===== config.mk =====
export PLATFORM = sky130hd
export DESIGN_NAME = gpioemu_job_seq_flat
export DESIGN_NICKNAME = d
export VERILOG_FILES = /design/src/rtl/gpioemu_pkg.sv /design/src/rtl/gpioemu_job_seq_if.sv /design/src/rtl/gpioemu_rr_arb2.sv /design/src/rtl/gpioemu_job_seq.sv /design/src/flat_wrapper.sv
export SDC_FILE = /design/constraint.sdc
export NUM_CORES = 1
export LEC_CHECK = 0
export BUFFER_PORTS_ARGS = -buffer_cell sky130_fd_sc_hd__buf_4
export CELL_PAD_IN_SITES_DETAIL_PLACEMENT = 0
export CELL_PAD_IN_SITES_GLOBAL_PLACEMENT = 1
export CORE_ASPECT_RATIO = 1.75
export CORE_MARGIN = 1
export CORE_UTILIZATION = 30
export CTS_CLUSTER_SIZE = 10
export DETAILED_ROUTE_END_ITERATION = 8
export HOLD_SLACK_MARGIN = 0.05
export PLACE_DENSITY = 0.79
export SETUP_SLACK_MARGIN = 0.3
export SYNTH_ARGS = -nofsm -noshare
export SYNTH_HDL_FRONTEND = slang
export SYNTH_SLANG_ARGS = --single-unit

===== constraint.sdc =====
create_clock -name clk -period 8.39 [get_ports clk]
set_input_delay 2.0975 -clock clk [delete_from_list [all_inputs] [get_ports clk]]
set_output_delay 2.0975 -clock clk [all_outputs]
set_load 0.005 [all_outputs]

===== src/rtl/gpioemu_pkg.sv =====
// Shared types and register map for the gpioemu job sequencer.
// Holds the FSM state encoding, the sysbus register addresses and the counter sizing helper.
package gpioemu_pkg;

    typedef enum logic [2:0] {
        IDLE,
        WR_A,
        GAP,
        RD_S,
        S_WAIT,
        RD_W,
        W_WAIT,
        RESP
    } state_t;

    localparam logic [15:0] GPIO_ADDR_A   = 16'h0288;
    localparam logic [15:0] GPIO_ADDR_W   = 16'h0298;
    localparam logic [15:0] GPIO_ADDR_S   = 16'h02A0;
    localparam int          GPIO_BUSY_BIT = 0;

    // Bits needed to hold the values 0..max_val inclusive.
    function automatic int cnt_width(input int max_val);
        return (max_val < 1) ? 1 : $clog2(max_val + 1);
    endfunction

endpackage


===== src/rtl/gpioemu_job_seq_if.sv =====
// Requester, response and gpioemu sysbus signals of the job sequencer.
// master = sequencer side, slave = requesters/consumer/peripheral side.
interface gpioemu_job_seq_if;

    logic        req0_valid;
    logic [31:0] req0_arg;
    logic        req0_ready;
    logic        req1_valid;
    logic [31:0] req1_arg;
    logic        req1_ready;

    logic        rsp_valid;
    logic        rsp_ready;
    logic        rsp_id;
    logic [31:0] rsp_data;
    logic        rsp_timeout;

    logic [15:0] saddress;
    logic        srd;
    logic        swr;
    logic [31:0] sdata_in;
    logic [31:0] sdata_out;
    logic        busy;

    modport master (
        input  req0_valid, req0_arg, req1_valid, req1_arg, rsp_ready, sdata_out,
        output req0_ready, req1_ready, rsp_valid, rsp_id, rsp_data, rsp_timeout,
        output saddress, srd, swr, sdata_in, busy
    );

    modport slave (
        output req0_valid, req0_arg, req1_valid, req1_arg, rsp_ready, sdata_out,
        input  req0_ready, req1_ready, rsp_valid, rsp_id, rsp_data, rsp_timeout,
        input  saddress, srd, swr, sdata_in, busy
    );

endinterface


===== src/rtl/gpioemu_rr_arb2.sv =====
// Two-way round-robin arbiter, purely combinational (zero latency).
// A lone requester wins outright; on a tie the requester that did not win last time is granted.
module gpioemu_rr_arb2 (
    input  logic [1:0] valid,
    input  logic       rr_last,
    input  logic       enable,
    output logic [1:0] grant,
    output logic       gnt_id
);

    always_comb begin
        grant  = 2'b00;
        gnt_id = 1'b0;
        if (enable) begin
            case (valid)
                2'b01: begin
                    grant  = 2'b01;
                    gnt_id = 1'b0;
                end
                2'b10: begin
                    grant  = 2'b10;
                    gnt_id = 1'b1;
                end
                2'b11: begin
                    gnt_id = ~rr_last;
                    grant  = rr_last ? 2'b01 : 2'b10;
                end
                default: begin
                    grant  = 2'b00;
                    gnt_id = 1'b0;
                end
            endcase
        end
    end

endmodule


===== src/rtl/gpioemu_job_seq.sv =====
// Sequences write-A / poll-S / read-W jobs on the gpioemu sysbus for two round-robin requesters.
// Unpolled latency accept->rsp_valid = 3+POLL_GAP+2*RD_LAT+... (14 default); response held until rsp_ready.
module gpioemu_job_seq
    import gpioemu_pkg::*;
#(
    parameter logic [15:0] ADDR_A    = GPIO_ADDR_A,
    parameter logic [15:0] ADDR_W    = GPIO_ADDR_W,
    parameter logic [15:0] ADDR_S    = GPIO_ADDR_S,
    parameter int          BUSY_BIT  = GPIO_BUSY_BIT,
    parameter int          RD_LAT    = 1,
    parameter int          POLL_GAP  = 8,
    parameter int          MAX_POLLS = 1024
) (
    input  logic               clk,
    input  logic               n_reset,
    gpioemu_job_seq_if.master  bus
);

    localparam int PW = cnt_width(MAX_POLLS);
    localparam int GW = cnt_width(POLL_GAP);
    localparam int LW = cnt_width(RD_LAT);

    state_t         state_q,       state_d;
    logic [GW-1:0]  gap_cnt_q,     gap_cnt_d;
    logic [LW-1:0]  lat_cnt_q,     lat_cnt_d;
    logic [PW-1:0]  poll_cnt_q,    poll_cnt_d;
    logic           rr_last_q,     rr_last_d;
    logic           rsp_valid_q,   rsp_valid_d;
    logic           rsp_id_q,      rsp_id_d;
    logic [31:0]    rsp_data_q,    rsp_data_d;
    logic           rsp_timeout_q, rsp_timeout_d;
    logic [15:0]    saddress_q,    saddress_d;
    logic           srd_q,         srd_d;
    logic           swr_q,         swr_d;
    logic [31:0]    sdata_in_q,    sdata_in_d;
    logic           busy_q,        busy_d;

    logic [1:0]     grant;
    logic           gnt_id;

    // Readys stay low while reset is held so every output reads 0 in reset.
    gpioemu_rr_arb2 u_arb (
        .valid   ({bus.req1_valid, bus.req0_valid}),
        .rr_last (rr_last_q),
        .enable  ((state_q == IDLE) && !n_reset),
        .grant   (grant),
        .gnt_id  (gnt_id)
    );

    assign bus.req0_ready  = grant[0];
    assign bus.req1_ready  = grant[1];
    assign bus.rsp_valid   = rsp_valid_q;
    assign bus.rsp_id      = rsp_id_q;
    assign bus.rsp_data    = rsp_data_q;
    assign bus.rsp_timeout = rsp_timeout_q;
    assign bus.saddress    = saddress_q;
    assign bus.srd         = srd_q;
    assign bus.swr         = swr_q;
    assign bus.sdata_in    = sdata_in_q;
    assign bus.busy        = busy_q;

    // Bus outputs are computed for the state being entered, so strobes line up with WR_A/RD_S/RD_W.
    always_comb begin
        state_d       = state_q;
        gap_cnt_d     = gap_cnt_q;
        lat_cnt_d     = lat_cnt_q;
        poll_cnt_d    = poll_cnt_q;
        rr_last_d     = rr_last_q;
        rsp_valid_d   = rsp_valid_q;
        rsp_id_d      = rsp_id_q;
        rsp_data_d    = rsp_data_q;
        rsp_timeout_d = rsp_timeout_q;
        saddress_d    = saddress_q;
        sdata_in_d    = sdata_in_q;
        srd_d         = 1'b0;
        swr_d         = 1'b0;

        case (state_q)
            IDLE: begin
                if (|grant) begin
                    state_d    = WR_A;
                    rr_last_d  = gnt_id;
                    rsp_id_d   = gnt_id;
                    saddress_d = ADDR_A;
                    sdata_in_d = gnt_id ? bus.req1_arg : bus.req0_arg;
                    swr_d      = 1'b1;
                end
            end
            WR_A: begin
                state_d    = GAP;
                gap_cnt_d  = GW'(POLL_GAP);
                poll_cnt_d = '0;
            end
            GAP: begin
                gap_cnt_d = gap_cnt_q - 1'b1;
                if (gap_cnt_q == GW'(1)) begin
                    state_d    = RD_S;
                    saddress_d = ADDR_S;
                    srd_d      = 1'b1;
                end
            end
            RD_S: begin
                state_d    = S_WAIT;
                poll_cnt_d = poll_cnt_q + 1'b1;
                lat_cnt_d  = LW'(RD_LAT);
            end
            S_WAIT: begin
                lat_cnt_d = lat_cnt_q - 1'b1;
                if (lat_cnt_q == LW'(1)) begin
                    if (!bus.sdata_out[BUSY_BIT]) begin
                        state_d    = RD_W;
                        saddress_d = ADDR_W;
                        srd_d      = 1'b1;
                    end else if (poll_cnt_q == PW'(MAX_POLLS)) begin
                        state_d       = RESP;
                        rsp_valid_d   = 1'b1;
                        rsp_data_d    = '0;
                        rsp_timeout_d = 1'b1;
                    end else begin
                        state_d   = GAP;
                        gap_cnt_d = GW'(POLL_GAP);
                    end
                end
            end
            RD_W: begin
                state_d   = W_WAIT;
                lat_cnt_d = LW'(RD_LAT);
            end
            W_WAIT: begin
                lat_cnt_d = lat_cnt_q - 1'b1;
                if (lat_cnt_q == LW'(1)) begin
                    state_d       = RESP;
                    rsp_valid_d   = 1'b1;
                    rsp_data_d    = bus.sdata_out;
                    rsp_timeout_d = 1'b0;
                end
            end
            RESP: begin
                if (bus.rsp_ready) begin
                    state_d     = IDLE;
                    rsp_valid_d = 1'b0;
                end
            end
            default: begin
                state_d = IDLE;
            end
        endcase

        busy_d = (state_d != IDLE);
    end

    always_ff @(posedge clk or posedge n_reset) begin
        if (n_reset) begin
            state_q       <= IDLE;
            gap_cnt_q     <= '0;
            lat_cnt_q     <= '0;
            poll_cnt_q    <= '0;
            rr_last_q     <= 1'b1;
            rsp_valid_q   <= 1'b0;
            rsp_id_q      <= 1'b0;
            rsp_data_q    <= '0;
            rsp_timeout_q <= 1'b0;
            saddress_q    <= '0;
            srd_q         <= 1'b0;
            swr_q         <= 1'b0;
            sdata_in_q    <= '0;
            busy_q        <= 1'b0;
        end else begin
            state_q       <= state_d;
            gap_cnt_q     <= gap_cnt_d;
            lat_cnt_q     <= lat_cnt_d;
            poll_cnt_q    <= poll_cnt_d;
            rr_last_q     <= rr_last_d;
            rsp_valid_q   <= rsp_valid_d;
            rsp_id_q      <= rsp_id_d;
            rsp_data_q    <= rsp_data_d;
            rsp_timeout_q <= rsp_timeout_d;
            saddress_q    <= saddress_d;
            srd_q         <= srd_d;
            swr_q         <= swr_d;
            sdata_in_q    <= sdata_in_d;
            busy_q        <= busy_d;
        end
    end

endmodule


===== src/flat_wrapper.sv =====
// flat-port wrapper written by rule: the top's interface ports become plain ports
module gpioemu_job_seq_flat import gpioemu_pkg::*;
#(
    parameter logic [15:0] ADDR_A    = GPIO_ADDR_A,
    parameter logic [15:0] ADDR_W    = GPIO_ADDR_W,
    parameter logic [15:0] ADDR_S    = GPIO_ADDR_S,
    parameter int          BUSY_BIT  = GPIO_BUSY_BIT,
    parameter int          RD_LAT    = 1,
    parameter int          POLL_GAP  = 8,
    parameter int          MAX_POLLS = 1024
)
  (clk, n_reset, bus_req0_valid, bus_req0_arg, bus_req1_valid, bus_req1_arg, bus_rsp_ready, bus_sdata_out, bus_req0_ready, bus_req1_ready, bus_rsp_valid, bus_rsp_id, bus_rsp_data, bus_rsp_timeout, bus_saddress, bus_srd, bus_swr, bus_sdata_in, bus_busy);
  gpioemu_job_seq_if bus_i ();
  input  logic clk;
  input  logic n_reset;
  input wire logic [$bits(bus_i.req0_valid)-1:0] bus_req0_valid;
  input wire logic [$bits(bus_i.req0_arg)-1:0] bus_req0_arg;
  input wire logic [$bits(bus_i.req1_valid)-1:0] bus_req1_valid;
  input wire logic [$bits(bus_i.req1_arg)-1:0] bus_req1_arg;
  input wire logic [$bits(bus_i.rsp_ready)-1:0] bus_rsp_ready;
  input wire logic [$bits(bus_i.sdata_out)-1:0] bus_sdata_out;
  output wire logic [$bits(bus_i.req0_ready)-1:0] bus_req0_ready;
  output wire logic [$bits(bus_i.req1_ready)-1:0] bus_req1_ready;
  output wire logic [$bits(bus_i.rsp_valid)-1:0] bus_rsp_valid;
  output wire logic [$bits(bus_i.rsp_id)-1:0] bus_rsp_id;
  output wire logic [$bits(bus_i.rsp_data)-1:0] bus_rsp_data;
  output wire logic [$bits(bus_i.rsp_timeout)-1:0] bus_rsp_timeout;
  output wire logic [$bits(bus_i.saddress)-1:0] bus_saddress;
  output wire logic [$bits(bus_i.srd)-1:0] bus_srd;
  output wire logic [$bits(bus_i.swr)-1:0] bus_swr;
  output wire logic [$bits(bus_i.sdata_in)-1:0] bus_sdata_in;
  output wire logic [$bits(bus_i.busy)-1:0] bus_busy;
  assign bus_i.req0_valid = bus_req0_valid;
  assign bus_i.req0_arg = bus_req0_arg;
  assign bus_i.req1_valid = bus_req1_valid;
  assign bus_i.req1_arg = bus_req1_arg;
  assign bus_i.rsp_ready = bus_rsp_ready;
  assign bus_i.sdata_out = bus_sdata_out;
  assign bus_req0_ready = bus_i.req0_ready;
  assign bus_req1_ready = bus_i.req1_ready;
  assign bus_rsp_valid = bus_i.rsp_valid;
  assign bus_rsp_id = bus_i.rsp_id;
  assign bus_rsp_data = bus_i.rsp_data;
  assign bus_rsp_timeout = bus_i.rsp_timeout;
  assign bus_saddress = bus_i.saddress;
  assign bus_srd = bus_i.srd;
  assign bus_swr = bus_i.swr;
  assign bus_sdata_in = bus_i.sdata_in;
  assign bus_busy = bus_i.busy;
  gpioemu_job_seq #(.ADDR_A(ADDR_A), .ADDR_W(ADDR_W), .ADDR_S(ADDR_S), .BUSY_BIT(BUSY_BIT), .RD_LAT(RD_LAT), .POLL_GAP(POLL_GAP), .MAX_POLLS(MAX_POLLS)) u_core (.clk(clk), .n_reset(n_reset), .bus(bus_i));
endmodule

==> results.txt <==
Synthesis Warnings: 0
Gr ovfl total: 0
CP Max Fanout: 34
Nets: 676
Slew margin rel.: 0.118
Setup Skew: 0.00814 ns
DRT iter0 DRCs: 162
Synthesized cell area: 0.00415 sq mm
DRC: 0
Largest net degree at the start of global routing: 95
First drt pass iteration count: 4
First-pass GRT wire length: 18600 um
Die Area: 0.0143 sq mm
IO Pins: 189
Crit end category: output pin
Hold Crit Class: reg2reg
Leakage: 2.87 nW
Leading cell type by number of instances after synthesis: dfrtp_1
Fin crit period: 5.12 ns
Largest cells by area after synthesis: dfrtp_1, a22o_1, nor2_1, o22ai_1, buf_4
Startpoint Class: input pin
Status: completed
Slew @ Worst Pin: 1.32 ns
Area share of the largest cell type after synthesis: 0.561
TritonCTS Buffers: 9
RSZ-0062 raised after global routing: false
Slew Limit Fails: 0
CTS max path bufs: 2
Yosys reg bits: 94
Yosys top cell by area: dfrtp_1
Diode count: 0
TritonCTS clock tree: done
Top cells by count, synth: dfrtp_1, nor2_1, a22o_1, o22ai_1, nand2_1
Hold Buf Count CTS: 0
Hpwl dp: 8500 um
Overall Power: 2.05 mW
DP Worst Slack: 3.27 ns
Hold EP: u_core.bus.rsp_id
Hold_sp: u_core.bus.rsp_id
Max Cap Violations: 0
GRT Overall Usage: 0.164
Post-CTS setup buffers: 0
Gpl congestion: 0.801
ANT nets after route: 0
Hold path cells: 1
CTS Root Cell: clkbuf_16
Fmax: 195 MHz
Htree depth: 3
Hold Vio Cnt, Final: 0
Synth Area per Inst: 10.2 sq um
Resized Gates After CTS: 0
Ratio of cells with drive above 1 in the final layout: 0.356
Port Buf Inserts: 177
Final setup TNS: 0 ns
Chip Height: 158 um
Antenna violations before repair: 0
Clock latency on the worst-skew pair: 0.34 ns
Library cells used by synthesis: 50
EDFF count, synth: 0
Final Setup Violations: 0
DR vias/cell: 4.99
Fin Hold WS: 0.492 ns
Post-Route WL: 11700 um
Cells after synthesis: 406
Power density of the placed cells: 347 mW/mm^2
Critical R2R Capture: u_core.bus.rsp_data[13]
Top_reg_cell synth: dfrtp_1
FILL cells: 1283
Peak VDD IR: 0.000104 V
Clk slew on worst S/H paths: 0.07 ns
Core ar.: 0.0135 sq mm
Sequential share of the synthesized area: 0.567
Ys async rst share: 1.00
Wirelength per Cell: 15.6 um
Final setup margin: 3.27 ns
Row count: 56
R2R Path Start: u_core.poll_cnt_q[0]
TritonCTS Sinks: 94
Multi-input gate area: 0.00159 sq mm
Period utilization: 0.610
CP arrival: 3.02 ns
CP Class: in2out
Vias in the first global route: 3623
Starting Density: 0.308
Via Count: 3743
Register area: 0.00235 sq mm
DIE WIDTH: 90.9 um
Worst endpoint required time: 6.29 ns
Area Overhead vs Synth: 42.1%
Flop2flop setup slack: 5.88 ns
Worst Reg-to-Reg Cells: 6
## critical path: stages
cell and delay [ns]:
buf_4 0.13, nor4_4 0.23, nand3b_1 0.12, buf_4 0.26, inv_2 0.07, buf_4 0.10
## stage by stage
step                      cell area, sq um  cells  utilization
after global placement                5570    734        0.414
after floorplan                       4190    416            -
after detailed placement              5570    734        0.414
after global routing                  5900    750        0.438
after CTS                             5900    750        0.438
final                                 5900    750        0.438
## metal layers
metal / track usage / wire length [um]
met1: 0.193 / 4750
met2: 0.292 / 5950
met3: 0.0307 / 774
met4: 0.0665 / 216
met5: 0 / 0
## placed cells by master (no fill, tap or decap), types with 3 or more instances in the layout
cell         n
nand2_1     22
a211oi_1     3
inv_6        3
o22ai_1     33
nor2_1      77
a22o_1      33
nand4_1      6
o21ai_1      7
a31oi_1      3
ha_1         4
mux2i_1      6
nand3_1     12
inv_1        7
inv_2        3
nand2b_1     3
and4_1       3
o21ai_0     10
a21oi_1      8
conb_1      11
clkbuf_16    9
buf_4      181
dfrtp_1     93
nor3_1       5
## sequential cells by signal (all words and copies together), names as in the netlist
register	flops
u_core.bus.saddress	4
u_core.bus.rsp_id	1
u_core.bus.busy	1
u_core.bus.rsp_timeout	1
u_core.gap_cnt_q	4
u_core.bus.srd	1
u_core.bus.rsp_valid	1
u_core.bus.swr	1
u_core.bus.sdata_in	32
u_core.state_q	3
u_core.poll_cnt_q	11
u_core.lat_cnt_q	1
u_core.rr_last_q	1
u_core.bus.rsp_data	32
## cell type report
type / count / area share
sequential: 94 / 0.399
tap: 174 / 0.0369
clock buffer: 10 / 0.0405
multi-input combinational: 273 / 0.270
clock inverter: 6 / 0.0155
timing repair buffer: 181 / 0.230
inverter: 12 / 0.00785
## how the worst max path moves through the flow
stage,startpoint,end,cells after the start
after CTS,n_reset,bus_req0_ready,6
final,n_reset,bus_req0_ready,6
after global routing,n_reset,bus_req0_ready,6
after detailed placement,n_reset,bus_req0_ready,6
after floorplan,n_reset,bus_req0_ready,4
after global placement,n_reset,bus_req0_ready,6
## cells by family after synthesis
logic type,synth area share
AO/OA/AOI/OAI,0.182
multiplexers,0.0145
XOR/XNOR,0.00211
adder cells (fa/ha/maj),0.0121
buffers and inverters,0.0585
flip-flops,0.567
AND/OR/NAND/NOR,0.163
other,0.000904
## power by group
group          leakage, nW  internal [mW]  switching [mW]
Clock                0.164          0.272           0.174
Combinational         1.57          0.435           0.360
Sequential            1.13          0.653           0.154
Total                 2.87           1.36           0.689
No activity file was read; power rests on OpenSTA's default activity.
